$ cat src/rtl/regfile_pkg.sv
// ============================================================================
// Module   : regfile_pkg
// Purpose  : Shared defaults and helpers for the two-write-port register file.
// Revision : 1.0
// ============================================================================
`default_nettype none

package regfile_pkg;

    localparam int WIDTH_DEF    = 32;
    localparam int DEPTH_DEF    = 32;
    localparam int MAX_PEND_DEF = 4;
    localparam int R0           = 0;

    function automatic int addr_w(input int depth);
        return $clog2(depth);
    endfunction

endpackage

`default_nettype wire

$ cat src/rtl/regfile_scoreboard.sv
// ============================================================================
// Module   : regfile_scoreboard
// Purpose  : Per-register busy bits, pending counter, full flag and issue ack.
// Revision : 1.0
// ============================================================================
`default_nettype none

module regfile_scoreboard
    import regfile_pkg::*;
#(
    parameter int DEPTH    = DEPTH_DEF,
    parameter int MAX_PEND = MAX_PEND_DEF,
    parameter int AW       = addr_w(DEPTH),
    parameter int PW       = $clog2(MAX_PEND + 1)
) (
    input  logic             clk,
    input  logic             clrn,
    input  logic             iss_en,
    input  logic [AW-1:0]    iss_rd,
    input  logic             web,
    input  logic [AW-1:0]    wb,
    output logic [DEPTH-1:0] sb,
    output logic             iss_ack,
    output logic             sb_full,
    output logic [PW-1:0]    pend
);

    logic [DEPTH-1:0] sb_q,   sb_d;
    logic [PW-1:0]    pend_q, pend_d;
    logic             full_q, full_d;
    logic [DEPTH-1:0] set_v,  clr_v;

    always_comb begin
        iss_ack = iss_en && (iss_rd != AW'(R0)) && !full_q && !sb_q[iss_rd];
        set_v   = '0;
        clr_v   = '0;
        if (iss_ack) begin
            set_v[iss_rd] = 1'b1;
        end
        // Only a write-back to a register that is actually busy frees a slot.
        if (web && (wb != AW'(R0)) && sb_q[wb]) begin
            clr_v[wb] = 1'b1;
        end
        sb_d   = (sb_q & ~clr_v) | set_v;
        pend_d = pend_q + PW'(|set_v) - PW'(|clr_v);
        full_d = (pend_d == PW'(MAX_PEND));
    end

    always_ff @(posedge clk or negedge clrn) begin
        if (!clrn) begin
            sb_q   <= '0;
            pend_q <= '0;
            full_q <= 1'b0;
        end else begin
            sb_q   <= sb_d;
            pend_q <= pend_d;
            full_q <= full_d;
        end
    end

    assign sb      = sb_q;
    assign sb_full = full_q;
    assign pend    = pend_q;

endmodule

`default_nettype wire

$ cat src/rtl/regfile_2w_sb.sv
// ============================================================================
// Module   : regfile_2w_sb
// Purpose  : GPR file with ALU/load write ports, bypassed reads, scoreboard
//            and two debug taps.
// Revision : 1.0
// ============================================================================
`default_nettype none

module regfile_2w_sb
    import regfile_pkg::*;
#(
    parameter int WIDTH    = WIDTH_DEF,
    parameter int DEPTH    = DEPTH_DEF,
    parameter int AW       = addr_w(DEPTH),
    parameter int MAX_PEND = MAX_PEND_DEF,
    parameter int TAP0     = 5,
    parameter int TAP1     = 4,
    parameter int PW       = $clog2(MAX_PEND + 1)
) (
    input  logic             clk,
    input  logic             clrn,
    input  logic [AW-1:0]    ra1,
    output logic [WIDTH-1:0] rd1,
    output logic             busy1,
    input  logic [AW-1:0]    ra2,
    output logic [WIDTH-1:0] rd2,
    output logic             busy2,
    input  logic             wea,
    input  logic [AW-1:0]    wa,
    input  logic [WIDTH-1:0] wda,
    input  logic             web,
    input  logic [AW-1:0]    wb,
    input  logic [WIDTH-1:0] wdb,
    input  logic             iss_en,
    input  logic [AW-1:0]    iss_rd,
    output logic             iss_ack,
    output logic             sb_full,
    output logic [PW-1:0]    pend,
    output logic [WIDTH-1:0] tap0,
    output logic [WIDTH-1:0] tap1
);

    logic [WIDTH-1:0] regs_q [DEPTH];
    logic [WIDTH-1:0] regs_d [DEPTH];
    logic [DEPTH-1:0] sb;

    regfile_scoreboard #(
        .DEPTH    (DEPTH),
        .MAX_PEND (MAX_PEND),
        .AW       (AW),
        .PW       (PW)
    ) u_sb (
        .clk     (clk),
        .clrn    (clrn),
        .iss_en  (iss_en),
        .iss_rd  (iss_rd),
        .web     (web),
        .wb      (wb),
        .sb      (sb),
        .iss_ack (iss_ack),
        .sb_full (sb_full),
        .pend    (pend)
    );

    // Port B is applied last so it wins a same-address collision.
    always_comb begin
        regs_d = regs_q;
        if (wea && (wa != AW'(R0))) begin
            regs_d[wa] = wda;
        end
        if (web && (wb != AW'(R0))) begin
            regs_d[wb] = wdb;
        end
    end

    always_ff @(posedge clk or negedge clrn) begin
        if (!clrn) begin
            for (int i = 0; i < DEPTH; i++) begin
                regs_q[i] <= '0;
            end
        end else begin
            regs_q <= regs_d;
        end
    end

    always_comb begin
        rd1 = regs_q[ra1];
        if (ra1 == AW'(R0))           rd1 = '0;
        else if (web && (wb == ra1))  rd1 = wdb;
        else if (wea && (wa == ra1))  rd1 = wda;
    end

    always_comb begin
        rd2 = regs_q[ra2];
        if (ra2 == AW'(R0))           rd2 = '0;
        else if (web && (wb == ra2))  rd2 = wdb;
        else if (wea && (wa == ra2))  rd2 = wda;
    end

    // Decode sees a same-cycle load write-back as already complete.
    assign busy1 = sb[ra1] && !(web && (wb == ra1));
    assign busy2 = sb[ra2] && !(web && (wb == ra2));

    assign tap0 = regs_q[TAP0];
    assign tap1 = regs_q[TAP1];

endmodule

`default_nettype wire

$ cat config.mk
export PLATFORM = sky130hd
export DESIGN_NAME = regfile_2w_sb
export DESIGN_NICKNAME = d
export VERILOG_FILES = /design/src/rtl/regfile_pkg.sv /design/src/rtl/regfile_scoreboard.sv /design/src/rtl/regfile_2w_sb.sv
export SDC_FILE = /design/constraint.sdc
export NUM_CORES = 2
export LEC_CHECK = 0
export ABC_CLOCK_PERIOD_IN_PS = 3700
export BUFFER_PORTS_ARGS = -buffer_cell sky130_fd_sc_hd__buf_2
export CORE_AREA = 2 2 335 370
export CTS_BUF_LIST = sky130_fd_sc_hd__clkbuf_2
export DETAILED_ROUTE_END_ITERATION = 10
export DIE_AREA = 0 0 337 372
export HOLD_SLACK_MARGIN = 0.08
export PLACE_DENSITY = 0.74
export RECOVER_POWER = 25
export SYNTH_ARGS = -nofsm -noshare
export SYNTH_HDL_FRONTEND = slang
export SYNTH_SLANG_ARGS = --single-unit
$ cat constraint.sdc
create_clock -name clk -period 3.7 [get_ports clk]
set_input_delay 0.74 -clock clk [delete_from_list [all_inputs] [get_ports clk]]
set_output_delay 0.74 -clock clk [all_outputs]
set_load 0.03 [all_outputs]
# Word-level counts from Yosys, hierarchy flattened
# Cells that the tools add are included.
totals:
  register_bits: 1060
  input_bits: 94
  out_inout_bits: 135
  word_cells: 122
classes:
  addsub: 2
  n_lt_le_gt_ge: 12
  eq_ne: 5
  n_mux: 34
  bitwise_logic: 7
  n_reduce_logical: 27
ops:
  columns: ["cell", "count"]
  rows:
  - ["$bwmux W1024", 2]
  - ["$mux W1024", 2]
  - ["$mux W32", 14]
  - ["$bmux W32 S5", 2]
  - ["$demux W32 S5", 2]
  - ["$reduce_or A32 Y1", 2]
  - ["$and A32 B32 Y32", 1]
  - ["$not A32 Y32", 1]
  - ["$or A32 B32 Y32", 1]
  - ["$ge A6 B6 Y1 const B", 4]
  - ["$lt A5 B6 Y1 const B", 4]
  - ["$not A5 Y6", 4]
  - ["$bmux W1 S5", 4]
  - ["$eq A5 B5 Y1", 4]
  - ["$logic_and A1 B1 Y1", 16]
  - ["$reduce_bool A5 Y1", 3]
  - ["$lt A6 B1 Y1 const B", 2]
  - ["$demux W1 S5", 2]
  - ["$ge A5 B1 Y1 const B", 2]
  - ["$logic_not A5 Y1", 2]
  - ["$mux W1", 6]
  - ["$logic_not A1 Y1", 4]
  - ["$add A3 B1 Y3", 1]
  - ["$eq A3 B3 Y1 const B", 1]
  - ["$sub A3 B1 Y3", 1]

# Logic depth before layout (Yosys ltp)
logic_depth:
  depth_word: 9
  depth_mapped: 14
  ltp_nobuf: 12

# Cells and area by module
# From an unflattened synthesis, not the netlist that was laid out.
hier_totals:
  cells_unflattened: 6663
  hier_area_um2: 68248.0
by_module_without_submodules:
  columns: ["module", "n_inst", "cells_each", "area_per_inst_um2", "seq_area_each_um2"]
  rows:
  - ["regfile_2w_sb", 1, 6443, 65794.4, 25624.6]
  - ["regfile_scoreboard", 1, 220, 2453.6, 900.9]

# Worst setup path before layout
# Ideal clock, no wire load.
synth_timing:
  path_type: "input -> register"
  start: "in wb[1]"
  end: "reg u_sb.full_q, in the netlist u_sb.sb_full"
  setup_ps: 88
  arrival_time_ps: 3393
  t_required_ps: 3612
  path_slack_ps: 219
  path_stages: 14
  n_path_buf: 2
  cell_sequence: "buf_2 -> buf_1 -> mux2i_1 -> o22ai_1 -> o21ai_0 -> o2111ai_1 -> and3b_1 -> ha_1 -> inv_1 -> ha_1 -> fa_1 -> xnor2_1 -> xnor2_1 -> nor3b_1"
synth_between:
  elab_chain_cells: 8
  elab_cells_between_ends: 14
  cone_classes: "add/sub (1); order compare (2); eq/ne (1); mux (5); reduce/logical (5)"
synth_lines:
  columns: ["element", "line", "text"]
  rows:
  - ["from (decl)", "regfile_2w_sb.sv:32", "input logic [AW-1:0] wb,"]
  - ["$lt A5 B6 Y1 (implied by the code) or $ge A5 B1 Y1 (tied branches)", "regfile_scoreboard.sv:42", "clr_v[wb] = 1'b1;"]
  - ["$logic_and A1 B1 Y1 (implied by the code)", "regfile_scoreboard.sv:42", null]
  - ["$mux W1 (implied by the code)", "regfile_scoreboard.sv:42", null]
  - ["$demux W1 S5", null, null]
  - ["$mux W32 *", "regfile_scoreboard.sv:41", "if (web && (wb != AW'(R0)) && sb_q[wb]) begin"]
  - ["$reduce_or A32 Y1 *", "regfile_scoreboard.sv:45", "pend_d = pend_q + PW'(|set_v) - PW'(|clr_v);"]
  - ["$sub A3 B1 Y3 *", "regfile_scoreboard.sv:45", null]
  - ["net u_sb.pend_d[2]", "regfile_scoreboard.sv:29", "logic [PW-1:0] pend_q, pend_d;"]
  - ["$eq A3 B3 Y1 *", "regfile_scoreboard.sv:46", "full_d = (pend_d == PW'(MAX_PEND));"]
  - ["net u_sb.full_d", "regfile_scoreboard.sv:30", "logic full_q, full_d;"]
  - ["to (signal assigned)", "regfile_scoreboard.sv:57", "full_q <= full_d;"]
  - ["to (decl)", "regfile_scoreboard.sv:30", null]
# Mark *: on every way through the listed nets, which the timed path passes. The rest lies on a longest branch. The select of a mux whose other input is x is not followed.

# Worst setup path in the final report
layout_timing:
  start: "reg regs_q[393] in the netlist's numbering"
  end: "out rd1[9]"
layout_between:
  elab_chain_cells: 6
layout_lines:
  columns: ["element", "line", "text"]
  rows:
  - ["from (decl)", "regfile_2w_sb.sv:43", "logic [WIDTH-1:0] regs_q [DEPTH];"]
  - ["from (signal assigned)", "regfile_2w_sb.sv:82", "regs_q <= regs_d;"]
  - ["$bmux W32 S5", "regfile_2w_sb.sv:87", "rd1 = regs_q[ra1];"]
  - ["$mux W32 (implied by the code) (2 in series)", "regfile_2w_sb.sv:87", null]
  - ["$mux W32", "regfile_2w_sb.sv:90", "else if (wea && (wa == ra1)) rd1 = wda;"]
  - ["$mux W32", "regfile_2w_sb.sv:89", "else if (web && (wb == ra1)) rd1 = wdb;"]
  - ["$mux W32", "regfile_2w_sb.sv:88", "if (ra1 == AW'(R0)) rd1 = '0;"]
  - ["to (decl)", "regfile_2w_sb.sv:23", "output logic [WIDTH-1:0] rd1,"]
# No other way between the ends. The select of a mux whose other input is x is not followed.

==> key figures <==
Yosys
  • Synth async-reset ratio: 1.00
  • Distinct cells, synth: 57
  • Yosys top cell by area: dfrtp_1
  • Warnings from Yosys: 0
  • Post-synth EDFFs: 0
  • Syn Area/Cell: 9.95 µm²
  • Yosys reg bits: 1060
  • Yosys top cell area share: 0.386
  • Most numerous cell in the Yosys netlist: mux2i_1
  • Post-synthesis cell area: 68800 µm²
  • Top cells by area, synth: dfrtp_1 (39%), mux2i_1 (23%), mux4_2 (9.1%)
  • Mapped Nets: 7007
  • Post-Syn Instances: 6910
  • Synth cell count leaders: mux2i_1 (1553), dfrtp_1 (1060), nor2_1 (554)
  • Register area share after synthesis: 0.386
  • Top FF cell, synth: dfrtp_1

STA
  • Clock Skew: 169 ps
  • Tcrit/Tclk final: 1.28
  • Max_slew headroom: -0.462
  • Setup tns final: -74940 ps
  • Slew @ Worst Pin: 2190 ps
  • Max-slew violations: 475
  • Setup-failing EPs final: 353
  • Unrepaired setup endpoints after global routing: true
  • Final Hold Vio Count: 0
  • Fmax: 0.211 GHz
  • Worst Slack Setup Final: -1040 ps
  • Crit path time final: 4740 ps

Setup path
  • Cells along the critical path: mux4_2 -> a22o_1 -> a221oi_2 -> nand4_1 -> a22o_1 -> buf_6
  • Most used cell, CP: a22o_1
  • Slowest CP cell: mux4_2
  • R2R Path End: u_sb.sb_full$_DFF_PN0_
  • Worst R2R Path Depth: 14
  • Max Fanout on Critical Path: 3
  • Critical path arrival: 4000 ps
  • Worst Path Required: 2960 ps
  • Worst Setup SP: regs_q[393]$_DFF_PN0_
  • Setup crit end kind: primary output
  • Critical Path Start Type: register
  • CP Class: reg -> out
  • Worst R2R Start: u_sb.sb[4]$_DFF_PN0_
  • Max stage delay on crit path: 490 ps
  • Worst R2R Setup Slack: 510 ps

Power
  • Clk network pwr share: 0.211
  • Sw frac: 0.379
  • Tot Pwr: 38.7 mW
  • Seq pwr share: 0.447
  • Sw Pwr: 14.7 mW
  • PD cells: 484 nW/µm²
  • Comb pwr share: 0.342
  • Leak pwr: 35.8 nW
  • Maximum vdd ir drop: 0.318 mV
  • Cell internal pwr: 24.0 mW

Cells and area
  • Area growth syn-to-layout: 16.2%
  • # fillers: 9296
  • Share of cells above drive strength 1: 0.230
  • Post-route insts no fill: 9045
  • Nets@finish: 7327

Clocking
  • CTS tree: done
  • CTS buffer count: 289
  • Clk buf depth: 4
  • Clk root buf: clkbuf_2
  • H-tree levels: 5
  • Clock slew at reported path FFs: 140 ps
  • Clk sinks: 1060
  • Clock Latency Late Sink: 1830 ps

Run
  • Max cap viols: 13

Route
  • Vias/cell: 6.99
  • Vias: 63266
  • Iteration-0 DRC Markers: 9514
  • WL/cell: 30.4 µm
  • Routed WL: 275 mm
  • TritonRoute pass-1 iters: 7
  • # DRC: 0
  • Post-DRT Antenna Nets: 0

Placed design
  • I/O Buffers: 228
  • Dpl hpwl: 162 mm
  • Placed insts: 8323
  • Placer Congestion: 0.990

Hold path
  • Hold Path End: u_sb.pend[1]$_DFF_PN0_
  • Hold Crit Class: in -> reg
  • Hold Path Depth: 9
  • HP Start: wb[0]

Outcome
  • Failing checks: max-capacitance violations, max-slew violations, negative setup slack
  • Status: finished, violations left

GRT
  • Largest net degree at the start of global routing: 136
  • All-Layer GR Usage: 0.429
  • GRT Residual Overflow: 0
  • Initial antenna violation count: 24
  • Vias in the first global route: 62135
  • First-pass GRT wire length: 398 mm

Floorplan
  • # IOs: 229
  • Starting Density: 0.563
  • Core area: 122000 µm²
  • Chip Width: 337 µm
  • Die height: 372 µm
  • Total Die Area: 125000 µm²
  • Row Count: 135
==> area by class of cell <==
class / instances / area [µm²] / share of cell area
Multi-Input combinational cell: 4890 / 39800 / 0.498
Antenna cell: 13 / 32.5 / 0.000407
Inverter: 18 / 67.6 / 0.000846
Clock buffer: 401 / 2010 / 0.0251
Timing Repair Buffer: 971 / 9210 / 0.115
Sequential cell: 1060 / 26500 / 0.332
Clock inverter: 48 / 239 / 0.00299
Tap cell: 1644 / 2060 / 0.0257
==> how the worst max path moves through the flow <==
stage | endpoint | slack (ps)
after floorplan | u_sb.sb_full$_DFF_PN0_ | 220
after global placement | rd2[24] | -620
after detailed placement | rd2[24] | -570
after CTS | rd1[9] | -910
after global routing | rd1[17] | -1040
final | rd1[9] | -1040
==> flip-flops by register name, summed over array words and instances, names as in the netlist <==
signal	count
tap0	32
regs_q	960
u_sb.sb	32
u_sb.sb_full	1
u_sb.pend	3
tap1	32
==> power groups by stage <==
stage               registers [mW]  logic [mW]  clock network [mW]
floorplan                     16.5        8.39                   0
finish                        17.3        13.2                8.15
global route                  17.5        14.0                8.74
detailed placement            17.3        11.2                   0
CTS                           17.1        12.4                8.09
global placement              17.1        10.9                   0
==> stage by stage <==
step                      worst slack [ps]   util  hold WS (ps)  area [µm²]
final                                -1040  0.654          84.7       79900
after global placement                -624  0.601           384       73400
after global routing                 -1040  0.654          38.7       79900
after detailed placement              -573  0.601           388       73400
after CTS                             -912  0.650          81.4       79300
after floorplan                        219      -           444       68800
==> cells by family after synthesis <==
kind of cell / count (synthesis) / share of synthesized area
muxes: 1832 / 0.317
AOI/OAI and AO/OA: 1604 / 0.141
and+or+nand+nor: 1429 / 0.0880
DFF: 1060 / 0.386
buffers and inverters: 960 / 0.0642
xor gates and xnor gates: 22 / 0.00280
adders and majority gates: 3 / 0.000655
==> critical path: cells and delay by family (launching register included) <==
family                 cells  cell delay [ps]
AOI/OAI and AO/OA          3              800
buffers and inverters      1              140
DFF                        1              420
muxes                      1              490
and+or+nand+nor            1              320
==> per-layer routing <==
| layer | share of wire | global-route usage | routed length [µm] |
|---|---|---|---|
| met3 | 0.15 | 0.161 | 42000 |
| met1 | 0.35 | 0.532 | 95600 |
| met4 | 0.077 | 0.298 | 21200 |
| met2 | 0.42 | 0.618 | 116000 |
| met5 | 0.00045 | 0 | 123 |
==> repair_timing <==
action                                  CTS  global route
cloned                                    0             0
hold buffers                            216             0
pin swaps                               112            47
buffers inserted                         46            31
setup endpoints to repair                67            67
endpoints found under the hold margin  2087             0
resized for setup                       327           127
==> layout by cell type (no fill, tap or decap), types with 7 or more instances in the layout <==
| cell type | n |
|---|---|
| mux2i_1 | 1538 |
| dfrtp_1 | 1054 |
| nor2_1 | 532 |
| a21oi_1 | 517 |
| o21ai_0 | 516 |
| nand2_1 | 515 |
| clkbuf_2 | 412 |
| buf_4 | 376 |
| mux4_2 | 279 |
| a22oi_1 | 257 |
| dlygate4sd3_1 | 215 |
| nand3_1 | 180 |
| buf_2 | 151 |
| buf_12 | 121 |
| buf_6 | 79 |
| o21a_1 | 62 |
| a221o_1 | 41 |
| nor2b_4 | 39 |
| clkinv_1 | 36 |
| a22o_1 | 32 |
| a2111oi_4 | 30 |
| nor2_4 | 28 |
| nand4_1 | 27 |
| nand2_2 | 24 |
| a211oi_2 | 24 |
| xnor2_1 | 22 |
| a32oi_1 | 22 |
| a211oi_4 | 19 |
| a221oi_2 | 18 |
| inv_1 | 16 |
| nor2b_1 | 15 |
| clkbuf_1 | 14 |
| diode_2 | 13 |
| o22ai_1 | 11 |
| a2111oi_2 | 11 |
| nand3b_1 | 10 |
| nor3_1 | 10 |
| mux2i_4 | 10 |
| inv_2 | 7 |
| or3b_2 | 7 |
No activity file was read; power rests on OpenSTA's default activity.
